**config.mk**
```make
export PLATFORM = sky130hd
export DESIGN_NAME = vec_acc_issue_queue
export DESIGN_NICKNAME = d
export VERILOG_FILES = /design/src/rtl/vec_acc_issue_pkg.sv /design/src/rtl/vec_acc_issue_queue_outstanding_ctr.sv /design/src/rtl/vec_acc_issue_queue.sv
export SDC_FILE = /design/constraint.sdc
export NUM_CORES = 2
export LEC_CHECK = 0
export CORE_AREA = 2 2 471 286
export DETAILED_ROUTE_END_ITERATION = 8
export DIE_AREA = 0 0 473 288
export PLACE_DENSITY = 0.65
export SLEW_MARGIN = 30
export SYNTH_ARGS = -nofsm -noshare
export SYNTH_HDL_FRONTEND = slang
export SYNTH_HIERARCHICAL = 1
export SYNTH_SLANG_ARGS = --single-unit
export TNS_END_PERCENT = 20
```
**constraint.sdc**
```tcl
create_clock -name clk_i -period 53.7 [get_ports clk_i]
set_input_delay 8.055 -clock clk_i [delete_from_list [all_inputs] [get_ports clk_i]]
set_output_delay 8.055 -clock clk_i [all_outputs]
set_load 0.05 [all_outputs]
```
**src/rtl/vec_acc_issue_pkg.sv**
```systemverilog
// Shared types and sizing helpers for the vector accelerator issue queue.
// Optional stall counter is enabled with VEC_ACC_ISSUE_PERF_EN.
package vec_acc_issue_pkg;

  localparam int unsigned VEC_ACC_XLEN       = 64;
  localparam int unsigned VEC_ACC_TRANS_ID_W = 3;
  localparam int unsigned PERF_CNT_W         = 32;

  typedef struct packed {
    logic [31:0]                   insn;
    logic [VEC_ACC_XLEN-1:0]       rs1;
    logic [VEC_ACC_XLEN-1:0]       rs2;
    logic [VEC_ACC_TRANS_ID_W-1:0] trans_id;
  } vec_acc_entry_t;

  // One extra MSB beyond the index distinguishes full from empty.
  function automatic int unsigned ptr_w(input int unsigned depth);
    return $clog2(depth) + 1;
  endfunction

endpackage

```
**src/rtl/vec_acc_issue_queue_outstanding_ctr.sv**
```systemverilog
// Up/down counter of accelerator requests awaiting a response, with limit compare.
// Part of vec_acc_issue_queue (optional feature macro VEC_ACC_ISSUE_PERF_EN lives in the top).
module vec_acc_outstanding_ctr #(
  parameter int unsigned CNT_W = 3
) (
  input  logic             clk_i,
  input  logic             rst_i,
  input  logic             inc_i,
  input  logic             dec_i,
  input  logic [CNT_W-1:0] limit_i,
  output logic [CNT_W-1:0] count_o,
  output logic             at_limit_o
);

  logic [CNT_W-1:0] count_d, count_q;
  logic             dec_eff;

  // A response with nothing outstanding is dropped so the count cannot underflow.
  assign dec_eff = dec_i && (count_q != '0);

  always_comb begin
    count_d = count_q;
    if (inc_i && !dec_eff) begin
      count_d = count_q + CNT_W'(1);
    end else if (dec_eff && !inc_i) begin
      count_d = count_q - CNT_W'(1);
    end
  end

  always_ff @(posedge clk_i or posedge rst_i) begin
    if (rst_i) begin
      count_q <= '0;
    end else begin
      count_q <= count_d;
    end
  end

  assign count_o    = count_q;
  assign at_limit_o = (count_q >= limit_i);

  assert property (@(posedge clk_i) disable iff (rst_i) !(dec_i && (count_q == '0)))
    else $error("vec_acc_outstanding_ctr: response with no outstanding request");

endmodule

```
**src/rtl/vec_acc_issue_queue.sv**
```systemverilog
// Speculative vector-instruction queue between CVA6 issue and the Ara accelerator.
// Define VEC_ACC_ISSUE_PERF_EN to add the saturating stall counter (perf_clr_i/perf_stall_cnt_o).
module vec_acc_issue_queue
  import vec_acc_issue_pkg::*;
#(
  parameter int unsigned XLEN            = VEC_ACC_XLEN,
  parameter int unsigned DEPTH           = 8,
  parameter int unsigned TRANS_ID_W      = VEC_ACC_TRANS_ID_W,
  parameter int unsigned MAX_OUTSTANDING = 4
) (
  input  logic                  clk_i,
  input  logic                  rst_i,
  input  logic                  flush_i,
  input  logic                  enq_valid_i,
  output logic                  enq_ready_o,
  input  logic [31:0]           enq_insn_i,
  input  logic [XLEN-1:0]       enq_rs1_i,
  input  logic [XLEN-1:0]       enq_rs2_i,
  input  logic [TRANS_ID_W-1:0] enq_trans_id_i,
  input  logic                  commit_i,
  output logic                  acc_req_valid_o,
  input  logic                  acc_req_ready_i,
  output logic [31:0]           acc_req_insn_o,
  output logic [XLEN-1:0]       acc_req_rs1_o,
  output logic [XLEN-1:0]       acc_req_rs2_o,
  output logic [TRANS_ID_W-1:0] acc_req_trans_id_o,
  input  logic                  acc_resp_valid_i,
  output logic                  empty_o,
  output logic                  idle_o
`ifdef VEC_ACC_ISSUE_PERF_EN
  ,
  input  logic                  perf_clr_i,
  output logic [PERF_CNT_W-1:0] perf_stall_cnt_o
`endif
);

  localparam int unsigned PTR_W = ptr_w(DEPTH);
  localparam int unsigned IDX_W = $clog2(DEPTH);
  localparam int unsigned CNT_W = $clog2(MAX_OUTSTANDING + 1);

  vec_acc_entry_t   mem_d [DEPTH];
  vec_acc_entry_t   mem_q [DEPTH];
  logic [PTR_W-1:0] wr_ptr_d, wr_ptr_q;
  logic [PTR_W-1:0] cmt_ptr_d, cmt_ptr_q;
  logic [PTR_W-1:0] rd_ptr_d, rd_ptr_q;
  logic [PTR_W-1:0] n_total, n_uncmt, n_cmt;
  logic             enq_fire, commit_fire, issue_fire;
  logic [CNT_W-1:0] outstanding;
  logic             at_limit;
  vec_acc_entry_t   head;

  assign n_total = wr_ptr_q - rd_ptr_q;
  assign n_uncmt = wr_ptr_q - cmt_ptr_q;
  assign n_cmt   = cmt_ptr_q - rd_ptr_q;

  // n_total never exceeds DEPTH, so its MSB alone marks a full queue.
  assign enq_ready_o = ~n_total[PTR_W-1] & ~flush_i;
  assign enq_fire    = enq_valid_i & enq_ready_o;
  assign commit_fire = commit_i & (n_uncmt != '0);

  assign acc_req_valid_o = (n_cmt != '0) & ~at_limit;
  assign issue_fire      = acc_req_valid_o & acc_req_ready_i;

  assign head               = mem_q[rd_ptr_q[IDX_W-1:0]];
  assign acc_req_insn_o     = head.insn;
  assign acc_req_rs1_o      = head.rs1;
  assign acc_req_rs2_o      = head.rs2;
  assign acc_req_trans_id_o = head.trans_id;

  assign empty_o = (n_total == '0);
  assign idle_o  = empty_o & (outstanding == '0);

  always_comb begin
    mem_d     = mem_q;
    cmt_ptr_d = cmt_ptr_q + PTR_W'(commit_fire);
    rd_ptr_d  = rd_ptr_q + PTR_W'(issue_fire);
    wr_ptr_d  = wr_ptr_q + PTR_W'(enq_fire);
    if (enq_fire) begin
      mem_d[wr_ptr_q[IDX_W-1:0]] = '{insn:     enq_insn_i,
                                     rs1:      enq_rs1_i,
                                     rs2:      enq_rs2_i,
                                     trans_id: enq_trans_id_i};
    end
    // Flush rewinds to the post-commit pointer so a same-cycle commit survives.
    if (flush_i) begin
      wr_ptr_d = cmt_ptr_d;
    end
  end

  always_ff @(posedge clk_i or posedge rst_i) begin
    if (rst_i) begin
      mem_q     <= '{default: '0};
      wr_ptr_q  <= '0;
      cmt_ptr_q <= '0;
      rd_ptr_q  <= '0;
    end else begin
      mem_q     <= mem_d;
      wr_ptr_q  <= wr_ptr_d;
      cmt_ptr_q <= cmt_ptr_d;
      rd_ptr_q  <= rd_ptr_d;
    end
  end

  vec_acc_outstanding_ctr #(
    .CNT_W (CNT_W)
  ) u_outstanding_ctr (
    .clk_i      (clk_i),
    .rst_i      (rst_i),
    .inc_i      (issue_fire),
    .dec_i      (acc_resp_valid_i),
    .limit_i    (CNT_W'(MAX_OUTSTANDING)),
    .count_o    (outstanding),
    .at_limit_o (at_limit)
  );

`ifdef VEC_ACC_ISSUE_PERF_EN
  logic [PERF_CNT_W-1:0] perf_cnt_d, perf_cnt_q;
  logic                  stall;

  assign stall = ((n_cmt != '0) & ~acc_req_valid_o) | (acc_req_valid_o & ~acc_req_ready_i);

  always_comb begin
    perf_cnt_d = perf_cnt_q;
    if (perf_clr_i) begin
      perf_cnt_d = '0;
    end else if (stall && (perf_cnt_q != '1)) begin
      perf_cnt_d = perf_cnt_q + PERF_CNT_W'(1);
    end
  end

  always_ff @(posedge clk_i or posedge rst_i) begin
    if (rst_i) begin
      perf_cnt_q <= '0;
    end else begin
      perf_cnt_q <= perf_cnt_d;
    end
  end

  assign perf_stall_cnt_o = perf_cnt_q;
`endif

  assert property (@(posedge clk_i) disable iff (rst_i) !(commit_i && (n_uncmt == '0)))
    else $error("vec_acc_issue_queue: commit with no uncommitted entry");

endmodule

```
**Word level (Yosys, flattened, before mapping)**

Cells that the tools add are included.

- Flip-flop bits (word level): 1319
- Output and inout port bits: 167
- Word-level logic and storage cells: 80

- Add/subtract/negate cells: 8
- Order comparisons: 4
- Mux-type cells: 9
- Bitwise gates (word level): 11
- Reductions and logical operators: 12

Operators with widths:

| operator | count |
|---|---|
| $bwmux 1304 | 1 |
| $bmux 163 s3 | 1 |
| $demux 163 s3 | 1 |
| $mux 163 | 3 |
| $add 4x1->4 | 3 |
| $sub 4x4->4 | 3 |
| $ge 4x4->1 const B | 2 |
| $not 3->4 | 2 |
| $reduce_bool 4->1 | 2 |
| $and 1x1->1 | 6 |
| $mux 3 | 2 |
| $logic_and 1x1->1 | 4 |
| $logic_not 4->1 | 1 |
| $lt 4x1->1 const B | 1 |
| $mux 4 | 1 |
| $add 3x1->3 const B | 1 |
| $ge 3x3->1 const B | 1 |
| $logic_not 3->1 | 1 |
| $not 1->1 | 3 |
| $reduce_bool 3->1 | 1 |
| $sub 3x1->3 const B | 1 |
| $logic_not 1->1 | 2 |
| $reduce_bool 2->1 | 1 |

**Logic depth before layout (Yosys ltp)**

- Word-level depth: 8
- Depth in mapped cells: 15
- Mapped depth without buffers: 13

**Hierarchy**

Netlist, hierarchy kept.

Modules (own cells, without submodules):

| module | times used | cells each | area an instance (um^2) |
|---|---|---|---|
| vec_acc_issue_queue | 1 | 3774 | 58880.2 |
| vec_acc_outstanding_ctr | 1 | 22 | 234.0 |

**Least setup slack after synthesis**

OpenSTA, ideal clock, no wires.

- Kind: input port to output port
- From: in flush_i
- To: out enq_ready_o
- Arrival time: 8923 ps
- Setup slack: 36722 ps
- Stages on the path: 2
- Buffers on the path: 1
- Path through: clkbuf_1 > nor2_1

- Cells in the longest elaborated chain, start to end: 2

RTL lines:

| what | line | source |
|---|---|---|
| start: declaration | vec_acc_issue_queue.sv:13 | `input logic flush_i,` |
| $not 1->1 | vec_acc_issue_queue.sv:57 | `assign enq_ready_o = ~n_total[PTR_W-1] & ~flush_i;` |
| $and 1x1->1 | vec_acc_issue_queue.sv:57 |  |
| end: declaration | vec_acc_issue_queue.sv:15 | `output logic enq_ready_o,` |

No other way between the ends.

**Worst setup path in the final report**

Same ends and word-level chain as after synthesis.

==> results.ini <==
[status]
run_status = finished, final reports clean

[place]
dp_hpwl_um = 76800
port-buffer-count = 336
globalplace.congestion = 0.721
post_dp_cell_area_mm2 = 0.0641

[global_routing]
grt_pass1_wl_um = 218000
grt_max_degree = 178
top_usage_layer = met2
overflow = 0
grtUsageMet2_pct = 32.6
globalRouteMet3Util_pct = 3.92
grt_pass1_vias = 34800
antenna_found_initial = 16
use_met1_pct = 29.8
grt_usage_pct = 20.7

[worst_setup_path]
r2r-end = mem_q[802]
crit_top_cell = clkdlybuf4s50_1
worst-setup-path-type = in2out
r2r_setup_slack_ns = 48.41
cpPeakStageDelay_ns = 0.84
r2r_start = rd_ptr_q[2]
cp_cell_sequence = clkdlybuf4s50_1 > nor2_1 > clkdlybuf4s50_1
startpoint_type = input pin
worst-path-max-fanout = 11
worstSetupEndpointType = primary output
cp_data_arrival_time_ns = 9.85
required_ns = 45.65
critPathLaunch = flush_i
critPathSlowestCell = clkdlybuf4s50_1
ff2ff_path_depth = 11
endpoint = enq_ready_o

[timing]
skew_ns = 0.0234
fin_crit_sh_pct = 33.3
hold_violations = 0
finalSetupViolCount = 0
rsz0062_at_grt = false
period_needed_ns = 17.91
worst_pin_slew_ns = 1.01
maxSlewViolCount = 0
timing.setup.tns_ns = 0
fmax_mhz = 55.8
relSlewSlack_pct = 32.7

[power_and_ir_drop]
power_mw = 4.73
leakage_nw = 31.5
p_per_area_mw_per_mm2 = 68.9
ir_worst_vdd_mv = 0.0548

[logic_synthesis]
netlist_area_mm2 = 0.0591
ys_async_sr_fraction_pct = 100
synth_xor_area_share_pct = 0.237
synth_most_common_cell = dfrtp_1
synthSimpleGateAreaFrac_pct = 3.44
synth_top_area_share_pct = 55.8
synth_top_family_by_area = multiplexers
avgSynthCellArea_um2 = 15.6
yosysWarnings = 6
synthAdderAreaFrac_pct = 0.470
synth_compound_area_share_pct = 0.135
synth-edff-count = 0
ys_types = 34
ys.flop_type = dfrtp_1
synth.area.top_cells = dfrtp_1, mux2_2, mux4_2
synthCells = 3796
yosys.area.top_type = dfrtp_1
seq_area_frac_synth_pct = 55.8
muxShareOfSynthArea_pct = 37.8
synthTopCellsByCount = dfrtp_1, mux2_2, nand2_1
synth-seq-cells = 1319

[clock_network]
cts_tree = done
clock-sinks = 1319
post_cts_buffers = 0
root_buffer = clkbuf_16
htree_levels = 4
cts_buffers = 130
post_cts_resized = 0
clock_latency_ns = 0.74
clockBufferDepth = 3
cts_hold_buf = 0
clk_pin_slew_ns = 0.06

[cells_and_area]
fin_nets = 4263
multiInputGateArea_mm2 = 0.0249
seqCellArea_mm2 = 0.0330
syn_to_final_growth_pct = 16.1
fin_area_mm2 = 0.0687
layout-drive-gt1-share_pct = 45.7
fillCellCount = 10900

[die]
die_area_mm2 = 0.136
die_w_um = 473
die_h_um = 288
num_rows = 104
core_mm2 = 0.132
ios = 337
initial_core_util_pct = 44.6

[route]
wl_per_cell_um = 23.5
num_vias = 32900
via_per_inst = 5.55
first_iter_violations = 1948
drc = 0
ant_nets = 0
firstDrtPassIters = 5
routed_wl_um = 139000

[worst_hold_path]
hold_path_class = reg2reg

[run]
cap_violations = 0

-- layout by cell type, fill, tap and decap left out, types with 4 or more instances in the layout --
cell type / count
buf_12: 9
buf_16: 6
buf_4: 37
buf_6: 8
bufinv_16: 7
clkbuf_1: 34
clkbuf_16: 135
clkbuf_8: 32
clkdlybuf4s50_1: 336
clkinv_2: 15
clkinv_8: 4
dfrtp_1: 1316
diode_2: 7
ha_1: 19
inv_1: 12
inv_6: 4
mux2_2: 1237
mux2_4: 70
mux4_2: 326
nand2_1: 495
nand2b_1: 4
nand3_1: 4
nor2_1: 5
or3_4: 4
xnor2_1: 9
xor2_1: 7
-- cell type report --
cell class	count	share of cell area, %
inverters	14	0.106
diodes	7	0.0255
clock inverters	32	0.621
well taps	1749	3.19
multi-input cells	2211	36.3
repair buffers	396	5.94
clock buffers	201	5.75
flip-flops and latches	1319	48.1
-- per-layer routing --
layer  share of wire, %  vias up
met2                 47      436
met1                 47    17800
met5              0.082        -
li1                   -    14400
met3                3.8      186
met4                2.0       20
-- critical path, delay by kind of cell --
kind	cells	cell delay (ns)
and+or+nand+nor	1	0.26
buffers and inverters	2	1.53
-- how the worst min path moves through the flow --
stage	from	slack (ns)	to	depth (start not counted)
CTS	mem_q[967]	0.50	mem_q[967]	1
global route	mem_q[900]	0.51	mem_q[900]	1
detailed placement	mem_q[967]	0.49	mem_q[967]	1
global placement	mem_q[913]	0.48	mem_q[913]	1
floorplan	mem_q[322]	0.47	mem_q[322]	1
finish	mem_q[967]	0.50	mem_q[967]	1
-- flip-flops by register name (all words and copies together), names as in the netlist --
register,count
cmt_ptr_q,4
wr_ptr_q,4
mem_q,1304
rd_ptr_q,4
u_outstanding_ctr/count_o,3
-- stage by stage --
step	setup WS [ns]	std cells	utilization, %	hold WS [ns]
2_1_floorplan	8.55	3797	-	0.474
3_3_place_gp	35.83	5681	48.3	0.482
3_5_place_dp	35.80	5685	48.4	0.487
4_1_cts	35.80	5918	51.7	0.501
5_1_grt	35.70	5928	51.8	0.507
6_report	35.79	5929	51.8	0.498
-- cells by family after synthesis --
family | after synthesis
AOI/OAI and AO/OA | 13
muxes | 1633
xor gates and xnor gates | 16
buffers and inverters | 267
and+or+nand+nor | 525
DFF | 1319
adders and majority gates | 21
other | 2
-- report_power, final --
part | switching [mW] | internal [mW] | total [mW]
Clock | 0.398 | 0.542 | 0.940
Sequential | 0.243 | 1.45 | 1.69
Combinational | 1.08 | 1.02 | 2.10
Total | 1.72 | 3.01 | 4.73
Note: power is estimated with default switching activity, not from simulation.
